<file path="src/rtl/arith_accum_unit.sv">
// Handshaked add/sub/accumulate/clear unit with a single-entry registered result.
// Optional saturation of ADD/SUB/ACC results is enabled by defining ARITH_ACCUM_SAT_EN.
module arith_accum_unit #(
  parameter int WIDTH = 8,
  parameter int CNT_W = 8
) (
  input  logic             clk,
  input  logic             rst_n,
  input  logic             ena,
  input  logic             in_valid,
  output logic             in_ready,
  input  logic [1:0]       op,
  input  logic [WIDTH-1:0] a,
  input  logic [WIDTH-1:0] b,
  output logic             out_valid,
  input  logic             out_ready,
  output logic [WIDTH-1:0] result,
  output logic             carry,
  output logic             overflow,
  output logic [CNT_W-1:0] op_count
);

  // Handshake: a transfer happens on a rising edge where valid and ready are both
  // high; in_valid may be raised freely, and in_ready never depends on in_valid.
  typedef enum logic [1:0] {
    OP_ADD = 2'b00,
    OP_SUB = 2'b01,
    OP_ACC = 2'b10,
    OP_CLR = 2'b11
  } op_e;

  localparam int MSB = WIDTH - 1;

  op_e              op_s;
  logic             run_q, run_d;
  logic             out_valid_q, out_valid_d;
  logic [WIDTH-1:0] result_q, result_d;
  logic             carry_q, carry_d;
  logic             overflow_q, overflow_d;
  logic [CNT_W-1:0] op_count_q, op_count_d;
  logic [WIDTH-1:0] acc_q, acc_d;

  logic             xfer;
  logic             drain;
  logic [WIDTH-1:0] op_a, op_b;
  logic [WIDTH:0]   sum_w;
  logic [WIDTH:0]   diff_w;
  logic [WIDTH-1:0] res_raw;
  logic [WIDTH-1:0] res_val;
  logic             res_c;
  logic             res_ov;

  assign op_s = op_e'(op);

  // run_q keeps in_ready low for the first cycle after reset release.
  assign in_ready = ena & run_q & (~out_valid_q | out_ready);
  assign xfer     = in_valid & in_ready;
  assign drain    = out_valid_q & out_ready;

  always_comb begin
    op_a = a;
    op_b = b;
    if (op_s == OP_ACC) begin
      op_a = acc_q;
      op_b = a;
    end
  end

  assign sum_w  = {1'b0, op_a} + {1'b0, op_b};
  assign diff_w = {1'b0, a} - {1'b0, b};

  always_comb begin
    res_raw = '0;
    res_c   = 1'b0;
    res_ov  = 1'b0;
    unique case (op_s)
      OP_ADD, OP_ACC: begin
        res_raw = sum_w[WIDTH-1:0];
        res_c   = sum_w[WIDTH];
        res_ov  = (op_a[MSB] == op_b[MSB]) && (res_raw[MSB] != op_a[MSB]);
      end
      OP_SUB: begin
        res_raw = diff_w[WIDTH-1:0];
        res_c   = diff_w[WIDTH];
        res_ov  = (a[MSB] != b[MSB]) && (res_raw[MSB] != a[MSB]);
      end
      default: begin
        res_raw = '0;
      end
    endcase
  end

  // Flags always describe the raw operation; only the stored value is clamped.
  always_comb begin
    res_val = res_raw;
`ifdef ARITH_ACCUM_SAT_EN
    if (res_c) begin
      if (op_s == OP_SUB) res_val = '0;
      else                res_val = '1;
    end
`endif
  end

  always_comb begin
    run_d       = 1'b1;
    out_valid_d = out_valid_q;
    result_d    = result_q;
    carry_d     = carry_q;
    overflow_d  = overflow_q;
    op_count_d  = op_count_q;
    acc_d       = acc_q;
    if (xfer) begin
      out_valid_d = 1'b1;
      result_d    = res_val;
      carry_d     = res_c;
      overflow_d  = res_ov;
      op_count_d  = op_count_q + 1'b1;
      if (op_s == OP_ACC)      acc_d = res_val;
      else if (op_s == OP_CLR) acc_d = '0;
    end else if (drain) begin
      out_valid_d = 1'b0;
    end
  end

  always_ff @(posedge clk or negedge rst_n) begin
    if (!rst_n) begin
      run_q       <= 1'b0;
      out_valid_q <= 1'b0;
      result_q    <= '0;
      carry_q     <= 1'b0;
      overflow_q  <= 1'b0;
      op_count_q  <= '0;
      acc_q       <= '0;
    end else begin
      run_q       <= run_d;
      out_valid_q <= out_valid_d;
      result_q    <= result_d;
      carry_q     <= carry_d;
      overflow_q  <= overflow_d;
      op_count_q  <= op_count_d;
      acc_q       <= acc_d;
    end
  end

  assign out_valid = out_valid_q;
  assign result    = result_q;
  assign carry     = carry_q;
  assign overflow  = overflow_q;
  assign op_count  = op_count_q;

endmodule

</file>
<file path="config.mk">
export PLATFORM = sky130hd
export DESIGN_NAME = arith_accum_unit
export DESIGN_NICKNAME = d
export VERILOG_FILES = /design/src/rtl/arith_accum_unit.sv
export SDC_FILE = /design/constraint.sdc
export NUM_CORES = 1
export LEC_CHECK = 0
export BUFFER_PORTS_ARGS = -buffer_cell sky130_fd_sc_hd__buf_2
export CELL_PAD_IN_SITES_DETAIL_PLACEMENT = 2
export CELL_PAD_IN_SITES_GLOBAL_PLACEMENT = 2
export CORE_MARGIN = 5
export CORE_UTILIZATION = 30
export DETAILED_ROUTE_END_ITERATION = 16
export GPL_ROUTABILITY_DRIVEN = 0
export PLACE_DENSITY = 0.74
export REMOVE_ABC_BUFFERS = 1
export SETUP_SLACK_MARGIN = 0.5
export SYNTH_ARGS = -nofsm -noshare
export SYNTH_HDL_FRONTEND = slang
export SYNTH_SLANG_ARGS = --single-unit
</file>
<file path="constraint.sdc">
create_clock -name clk -period 5.8 [get_ports clk]
set_clock_uncertainty 0.1 [all_clocks]
set_input_delay 0.87 -clock clk [delete_from_list [all_inputs] [get_ports clk]]
set_output_delay 0.87 -clock clk [all_outputs]
set_load 0.005 [all_outputs]
</file>
==> impl_results.md <==
- R2R Path Start: acc_q[2]
- CTS tree: yes
- Post-synth top area share: 0.328
- Post-synth EDFFs: 0
- Setup TNS Final: 0 ns
- Register Area: 701 um2
- Antenna diode instance count: 0
- Area contributors post-synth: dfrtp_1 33%, ha_1 10%, nand2_1 5.4%
- Avg WL per Cell: 16.7 um
- Hold endpoint: op_count[7]
- Die width: 94.4 um
- FF-to-FF setup slack: 3.38 ns
- Final ANT Viol Nets: 0
- Initial core utilization: 0.311
- Relative slew slack: 0.557
- Final Max Slew Viols: 0
- Via Count: 1930
- Number of I/O pins: 43
- Max Cap Viol: 0
- Vias in the first global route: 2075
- Gate Count Post-Synth: 243
- Leading area contributor after synthesis: dfrtp_1
- Largest net degree at the start of global routing: 29
- Asr flop ratio synth: 1.00
- Slew of the pin with the lowest slew margin: 0.665 ns
- Tcrit/Tclk final: 0.589
- Worst EP required: 5.83 ns
- Sw Pwr: 0.243 mW
- Clock latency on the worst-skew pair: 0.28 ns
- Overflow left after global routing: 0
- Die area: 8910 um2
- WHS: 0.386 ns
- Most common flop cell mapped by yosys: dfrtp_1
- Crit Path Class: in2reg
- Max Fclk: 0.293 GHz
- DIE HEIGHT: 94.4 um
- Clock power frac: 0.171
- Routed WL: 6310 um
- Post-Route Utilization: 0.361
- Core area: 6870 um2
- Placed insts: 375
- Routed vias/inst: 5.11
- Pre-antenna DRT Iters: 4
- Non-filler instance count after layout: 378
- Synth unique cells: 49
- Nets: 326
- HPWL after DPL: 5170 um
- Share of layout cells above drive strength 1: 0.230
- # H-tree levels: 1
- HP Start: op_count[7]
- Synthesized area: 2140 um2
- Total GRT Usage: 0.150
- Hold Buf Count CTS: 0
- Crit path DAT: 3.45 ns
- Drt drc: 0
- CTS Sinks: 28
- P_int: 0.406 mW
- Hold Path Depth: 1
- Max rail drop VDD: 0.0652 mV
- Multi-input logic area: 1330 um2
- Port bufs: 42
- Sequential share of the synthesized area: 0.328
- Clock period minus final worst setup slack: 3.42 ns
- Sw frac: 0.374
- Layout Area Growth over Synthesis: 16.0%
- Setup WS post-layout: 2.38 ns
- Longest Clk Path Bufs: 2
- Fillers: 811
- Leak: 1.17 nW
- CTS clk-pin slew, worst paths: 0.10 ns
- #FFs+latches synth: 28
- Critical path peak fanout: 26
- Yosys warns: 0
- Num CTS Buffers: 3
- Worst setup EP type: flop
- Final Hold Viols: 0
- Setup violators final: 0
- Outcome: completed
- First-pass GRT wire length: 10600 um
- Cts repair resizes: 0
- Hold Path Class: reg2reg
- Worst R2R Path Depth: 8
- PwrDens: 262 nW/um2
- Setup Fix Bufs, Post-CTS: 0
- Sequential share of power: 0.431
- Worst r2r dst: result[6]
- Dpl ws: 2.08 ns
- Row cnt: 30
- CTS Root Buffer Type: clkbuf_8
- Critical path launch point type: input pin
- Synthesized area per cell: 8.79 um2
- RSZ-0062 raised after global routing: false
- Drt initial violations: 32
- Initial antenna violation count: 0
- Combinational fraction of design power: 0.398
==> Yosys cell counts, types with 2 or more instances <==
cell type / n
a21o_1: 3
inv_1: 17
xnor2_1: 11
nand4_1: 3
o21ai_1: 6
fa_1: 2
a21oi_1: 11
buf_2: 3
clkbuf_1: 2
xor2_1: 2
o31ai_1: 4
o21ai_0: 18
o221ai_1: 2
nor2b_1: 4
mux2_2: 9
nor3_1: 7
nor2_1: 11
nand2_1: 31
o211ai_1: 2
and3_1: 3
o21a_1: 8
nand3_1: 6
ha_1: 17
o21bai_1: 2
a211oi_1: 4
nand2b_1: 4
a31oi_1: 2
dfrtp_1: 28
==> cells by family (layout without fill, tap and decap cells) <==
kind of cell | count (synthesis) | after routing | share of synthesized area
buf+inv | 24 | 63 | 0.0474
mux | 10 | 10 | 0.0527
other cells | 1 | 1 | 0.00176
compound gates | 71 | 71 | 0.223
fa+ha+maj | 19 | 19 | 0.118
simple gates | 77 | 77 | 0.176
flops | 28 | 28 | 0.328
xor+xnor | 13 | 13 | 0.0533
==> cells in the final DEF (no fill, tap or decap), drive strengths merged, types with 6 or more instances in the layout <==
cell type / count
o21a: 8
nor2: 11
ha: 17
buf: 43
xnor2: 11
inv: 17
nor3: 8
a211oi: 6
nand3: 7
o21ai: 25
dfrtp: 28
nand2: 32
mux2: 10
a21oi: 12
==> layout make-up <==
cell class | instances | share of cell area
Clock buffer | 3 | 0.0167
Inverter | 17 | 0.0258
Multi-Input combinational cell | 191 | 0.538
Sequential cell | 28 | 0.283
Tap cell | 96 | 0.0485
Timing Repair Buffer | 43 | 0.0879
==> sequential cells by signal, summed over array words and instances, names as in the netlist <==
name / count
op_count: 8
out_valid: 1
acc_q: 8
result: 8
run_q: 1
overflow: 1
carry: 1
==> through the flow <==
step	power, mW	area, um2
5_1_grt	0.700	2480
3_5_place_dp	0.546	2440
3_3_place_gp	0.533	2440
2_1_floorplan	0.441	2100
6_report	0.649	2480
4_1_cts	0.657	2480
==> critical path, stage by stage <==
cell and delay, ns:
buf_2 0.20, nor2b_1 0.14, buf_4 0.28, mux2_2 0.37
ha_1 0.24, inv_1 0.09, fa_1 0.18, nor2b_1 0.07
o31a_1 0.28, o21a_1 0.19, or3_1 0.30, nand3_1 0.13
a31oi_1 0.11
==> per-layer routing <==
metal / up-vias / wire length (um) / GRT usage
met2: 36 / 2980 / 0.254
li1: 941 / - / -
met5: - / 0 / 0
met4: 0 / 62 / 0.0385
met1: 948 / 3010 / 0.203
met3: 5 / 263 / 0.0159
==> power groups by stage <==
stage | clock (mW) | combinational (mW) | sequential, mW
4_1_cts | 0.114 | 0.263 | 0.280
2_1_floorplan | 0 | 0.163 | 0.278
3_3_place_gp | 0 | 0.251 | 0.282
6_report | 0.111 | 0.258 | 0.280
5_1_grt | 0.123 | 0.291 | 0.287
3_5_place_dp | 0 | 0.261 | 0.285
==> worst max-delay path by stage <==
stage	start	end	slack, ns	cells past startpoint
finish	op[0]	result[6]	2.38	13
global route	op[0]	result[6]	2.19	13
CTS	op[0]	result[6]	2.38	13
global placement	op[0]	result[6]	2.19	13
floorplan	op[1]	result[6]	1.97	11
detailed placement	op[0]	result[6]	2.08	13
Note: power is estimated with default switching activity, not from simulation.
